==> config.mk <==
export PLATFORM = sky130hd
export DESIGN_NAME = conc_trace_capture
export DESIGN_NICKNAME = d
export VERILOG_FILES = /design/src/rtl/conc_trace_capture.sv
export SDC_FILE = /design/constraint.sdc
export NUM_CORES = 1
export LEC_CHECK = 0
export CAP_MARGIN = 15
export CORE_MARGIN = 2
export CORE_UTILIZATION = 60
export CTS_CLUSTER_DIAMETER = 30
export DETAILED_ROUTE_END_ITERATION = 10
export DONT_BUFFER_PORTS = 1
export GPL_ROUTABILITY_DRIVEN = 0
export PLACE_DENSITY = 0.76
export REMOVE_ABC_BUFFERS = 1
export SYNTH_ARGS = -nofsm -noshare
export SYNTH_HDL_FRONTEND = slang
export SYNTH_SLANG_ARGS = --single-unit
==> constraint.sdc <==
create_clock -name clock -period 6.2 [get_ports clock]
set_input_delay 1.24 -clock clock [delete_from_list [all_inputs] [get_ports clock]]
set_output_delay 1.24 -clock clock [all_outputs]
set_load 0.01 [all_outputs]
==> src/rtl/conc_trace_capture.sv <==
// conc_trace_capture: per-cycle trace recorder. Samples {obs, stbi, x_in, x_out}
// on every enabled edge, run-length compresses identical consecutive samples
// into one record, and buffers the records in a first-word-fall-through FIFO
// that a consumer drains over a valid/ready interface.
module conc_trace_capture #(
    parameter int DEPTH  = 16,
    parameter int CNT_W  = 8,
    parameter int DATA_W = 6
) (
    input  logic                     clock,
    input  logic                     reset,
    input  logic                     en,
    input  logic                     flush,
    input  logic                     obs_i,
    input  logic                     stbi_i,
    input  logic [DATA_W-1:0]        x_in_i,
    input  logic [DATA_W-1:0]        x_out_i,
    output logic                     rec_valid,
    input  logic                     rec_ready,
    output logic [DATA_W+1:0]        rec_opcode,
    output logic [DATA_W-1:0]        rec_xout,
    output logic [CNT_W-1:0]         rec_count,
    output logic [$clog2(DEPTH):0]   level,
    output logic                     overflow
);

    localparam int SAMP_W = 2 * DATA_W + 2;
    localparam int REC_W  = SAMP_W + CNT_W;
    localparam int AW     = $clog2(DEPTH);
    localparam int LVL_W  = AW + 1;

    localparam logic [CNT_W-1:0] CNT_MAX = '1;
    localparam logic [CNT_W-1:0] CNT_ONE = CNT_W'(1);
    localparam logic [LVL_W-1:0] LVL_FULL = LVL_W'(DEPTH);

    typedef enum logic {
        ST_IDLE,
        ST_RUN
    } state_t;

    // Pending run: IDLE means no run is being accumulated.
    state_t                r_state;
    logic [SAMP_W-1:0]     r_pend_sample;
    logic [CNT_W-1:0]      r_pend_count;

    // FIFO storage and bookkeeping.
    logic [REC_W-1:0]      r_mem [DEPTH];
    logic [AW-1:0]         r_wr_ptr;
    logic [AW-1:0]         r_rd_ptr;
    logic [LVL_W-1:0]      r_level;
    logic                  r_overflow;

    logic [SAMP_W-1:0]     w_sample;
    logic                  w_same;
    logic                  w_sat;
    logic                  w_push;
    logic [REC_W-1:0]      w_push_rec;
    logic                  w_empty;
    logic                  w_full;
    logic                  w_pop;
    logic                  w_wr;
    logic                  w_drop;
    logic [REC_W-1:0]      w_head;

    assign w_sample   = {obs_i, stbi_i, x_in_i, x_out_i};
    assign w_same     = (w_sample == r_pend_sample);
    assign w_sat      = (r_pend_count == CNT_MAX);
    assign w_push_rec = {r_pend_sample, r_pend_count};

    // Decide whether the pending run terminates on this edge.
    always_comb begin
        // NOTE: default first so every path assigns w_push and no latch is inferred.
        w_push = 1'b0;
        if (flush) begin
            w_push = (r_state == ST_RUN);
        end else if (en && (r_state == ST_RUN) && (!w_same || w_sat)) begin
            w_push = 1'b1;
        end
    end

    // Capture FSM: accumulate identical samples, reload after each terminated run.
    always_ff @(posedge clock) begin
        // NOTE: state uses non-blocking assignments so all registers update together.
        if (reset) begin
            r_state       <= ST_IDLE;
            r_pend_sample <= '0;
            r_pend_count  <= '0;
        end else if (flush) begin
            r_state <= ST_IDLE;
        end else if (en) begin
            case (r_state)
                ST_IDLE: begin
                    r_state       <= ST_RUN;
                    r_pend_sample <= w_sample;
                    r_pend_count  <= CNT_ONE;
                end
                ST_RUN: begin
                    if (w_same && !w_sat) begin
                        r_pend_count <= r_pend_count + CNT_ONE;
                    end else begin
                        r_pend_sample <= w_sample;
                        r_pend_count  <= CNT_ONE;
                    end
                end
                default: r_state <= ST_IDLE;
            endcase
        end
    end

    // A push into a full FIFO only fits if the head leaves on the same edge.
    assign w_empty = (r_level == '0);
    assign w_full  = (r_level == LVL_FULL);
    assign w_pop   = !w_empty && rec_ready;
    assign w_wr    = w_push && (!w_full || w_pop);
    assign w_drop  = w_push && w_full && !w_pop;

    // Record storage write port.
    always_ff @(posedge clock) begin
        // NOTE: storage is not reset; the empty flag gates every read of stale entries.
        if (w_wr) begin
            r_mem[r_wr_ptr] <= w_push_rec;
        end
    end

    // Pointers, occupancy and sticky overflow flag.
    always_ff @(posedge clock) begin
        if (reset) begin
            r_wr_ptr   <= '0;
            r_rd_ptr   <= '0;
            r_level    <= '0;
            r_overflow <= 1'b0;
        end else begin
            if (w_wr) begin
                r_wr_ptr <= r_wr_ptr + AW'(1);
            end
            if (w_pop) begin
                r_rd_ptr <= r_rd_ptr + AW'(1);
            end
            case ({w_wr, w_pop})
                2'b10:   r_level <= r_level + LVL_W'(1);
                2'b01:   r_level <= r_level - LVL_W'(1);
                default: r_level <= r_level;
            endcase
            if (w_drop) begin
                r_overflow <= 1'b1;
            end
        end
    end

    // First-word-fall-through head, forced to zero while empty.
    assign w_head     = r_mem[r_rd_ptr];
    assign rec_valid  = !w_empty;
    assign rec_opcode = w_empty ? '0 : w_head[REC_W-1 -: (DATA_W + 2)];
    assign rec_xout   = w_empty ? '0 : w_head[CNT_W +: DATA_W];
    assign rec_count  = w_empty ? '0 : w_head[CNT_W-1:0];
    assign level      = r_level;
    assign overflow   = r_overflow;

endmodule

==> results.toml <==
[global_routing]
grt-busiest-layer = "met2"
grt_pass1_wl_um = 53690
antenna_found_initial = 1
gr-usage-met1_pct = 37.56
grt_overflow = 0
grt_pass1_vias = 8363
grt_use_met3_pct = 6.944
track_usage_pct = 28.22
grt_use_met2_pct = 46.10
grt_max_degree = 58

[sta]
fin_crit_ps = 4591
setup_viol = 0
maxSlewViolCount = 0
finalHoldViolCount = 0
tightest_slew_ps = 1065
timing.slew.headroom_pct = 28.97
fmax_ghz = 0.2178
fin_ws_ps = 1609
setup-tns-final_ps = 0
rsz0062_at_grt = "false"
post-route-period-util_pct = 74.05
finClkSkew_ps = 21.16

[route]
drtIter0Drc = 910
drt_first_pass_iters = 5
drc_errors = 0
num_vias = 7890
wire_per_inst_um = 30.43
postRouteAntennaNets = 0
drt_wl_total_um = 36270
drt-vias-per-instance = 6.619

[clock_tree]
htreeDepth = 3
clk_path_buf_depth = 3
holdBufCountCts = 0
insertion_delay_ps = 560
cts_buffers = 68
cts.sinks = 393
cts_tree = "yes"
path_clk_slew_ps = 50
root_buffer = "clkbuf_16"
cts_setup_buffers = 0
ctsResizeCount = 0

[worst_setup_path]
rr_worst_depth = 9
cp_max_fo = 38
start_kind = "flip-flop"
critPathRequiredTime_ps = 4960
crit_top_cell = "mux4_2"
max_stage_delay_ps = 840
crit_type = "reg -> out"
cp-end-kind = "output port"
critical-path-slowest-cell = "dfxtp_4"
worstPathCellList = "buf_4 > mux4_2 > mux4_2 > and2_1"
rrSetupSlack_ps = 2150
worstPathArrival_ps = 3350

[pwr]
clkPwrFrac_pct = 48.0
swShare_pct = 25.18
leakagePower_nw = 5.968
ir_drop_v = 0.0002791
combPwrFrac_pct = 12.7
internal_power_mw = 5.853
p_seq_share_pct = 39.3
p_sw_mw = 1.970
p_per_area_nw_per_um2 = 430.5

[yosys]
syn_area_um2 = 15390
yosysUniqueCellTypes = 43
synth_seq_area_share_pct = 74.00
yosysWarningCount = 0
synth_ff_type = "edfxtp_1"
ys_ff_latch = 393
synthCells = 749
async_flop_share_pct = 0
avgSynthCellArea_um2 = 20.55
synth-edff-count = 352

[floorplanning]
io_pins = 48
core_um2 = 25180
die_height_um = 164.2
die-area_um2 = 26950
start_util_pct = 61.13
rows = 58
die_w_um = 164.2

[cells_and_area]
fillCellCount = 1333
drive_gt1_share_pct = 31.79
final_cell_mix = "edfxtp_1 (352), mux4_2 (110), clkbuf_16 (71), nor2_1 (38), dfxtp_1 (37)"
n_antenna_cell = 0
area_growth_pct = 18.07
final_nets = 833
mostFrequentLayoutCell = "edfxtp_1"

[placement]
dp_hpwl_um = 17880
pre_cts_ws_ps = 1903
io_buffers = 0

[run_status]
status = "complete, no violations"

[job]
max-cap-violations = 0

[hold_path]
hold_depth = 2
hold_class = "reg -> reg"
==> sequential cells by signal, summed over array words and instances (netlist names), named ones only <==
name and cells:
r_rd_ptr 4, r_mem 352, r_state 1, r_pend_sample 14
overflow 1, level 5, r_pend_count 8, r_wr_ptr 4
==> cells in the mapped netlist (all sizes together) (2+ instances only) <==
cell type / number / area, µm²
a21oi: 9 / 48.80
and2: 24 / 150.1
and3: 6 / 37.54
buf: 15 / 103.9
clkbuf: 20 / 75.07
dfxtp: 41 / 820.8
edfxtp: 352 / 10570
ha: 8 / 100.1
inv: 3 / 11.26
mux2i: 15 / 150.1
mux4: 110 / 2477
nand2: 13 / 48.80
nand2b: 4 / 25.02
nand3: 6 / 30.03
nand4: 8 / 50.05
nor2: 51 / 193.9
nor2b: 4 / 25.02
nor3: 8 / 40.04
nor4: 5 / 37.53
o211ai: 2 / 20.02
o21ai: 4 / 20.02
xnor2: 4 / 35.03
xor2: 23 / 201.4
==> power by group through the flow <==
stage | sequential, mW | combinational (mW) | clock [mW]
after floorplan | 3.14 | 0.774 | 0
after global placement | 3.12 | 0.973 | 0
after detailed placement | 3.13 | 0.998 | 0
after CTS | 3.08 | 1.01 | 3.79
after global routing | 3.09 | 1.06 | 3.92
final | 3.07 | 0.995 | 3.76
==> final cells by class <==
type	instances	area, µm²	share of cell area (%)
Multi-Input combinational cell	318	3862	21.25
Tap cell	330	412.9	2.272
Sequential cell	393	11400	62.73
Inverter	3	11.26	0.06196
Clock inverter	47	508.0	2.795
Clock buffer	79	1817	9.996
Timing Repair Buffer	22	162.7	0.8949
==> final timing paths <==
check | from | to
worst max-delay path | flip-flop | rec_xout[2]
worst min-delay path | r_rd_ptr[1] | flip-flop
worst max register to register | r_pend_count[0] | r_mem[9][17]
worst min register to register | r_rd_ptr[1] | flip-flop
==> worst max-delay path: cells and delay by family (launching register included) <==
family	cells	cell delay [ps]
flops	1	840
mux	2	1110
buf+inv	1	590
simple gates	1	210
==> routing by layer <==
layer / share of wire, % / routed length [µm]
met4: 2.5 / 891
met5: 0 / 0
met3: 8.9 / 3234
met2: 51 / 18440
met1: 38 / 13710
==> through the flow <==
step / hold WS [ps] / power (mW) / cell area [µm²] / cells / utilization (%)
5_1_grt: 522.2 / 8.073 / 18170 / 1192 / 72.18
4_1_cts: 486.2 / 7.881 / 18170 / 1191 / 72.16
2_1_floorplan: 460.3 / 3.915 / 15210 / 714 / -
6_report: 487.9 / 7.824 / 18170 / 1192 / 72.18
3_3_place_gp: 468.3 / 4.095 / 15850 / 1065 / 62.92
3_5_place_dp: 483.9 / 4.127 / 15850 / 1065 / 62.92
==> logic make-up after synthesis <==
family,Yosys count,synth area share [%]
AND/OR/NAND/NOR,135,4.527
XOR/XNOR,27,1.536
flip-flops,393,74.00
AO/OA/AOI/OAI,23,0.9837
adder cells (fa/ha/maj),8,0.6503
buffers and inverters,38,1.235
multiplexers,125,17.07
No activity file was read; power rests on OpenSTA's default activity.
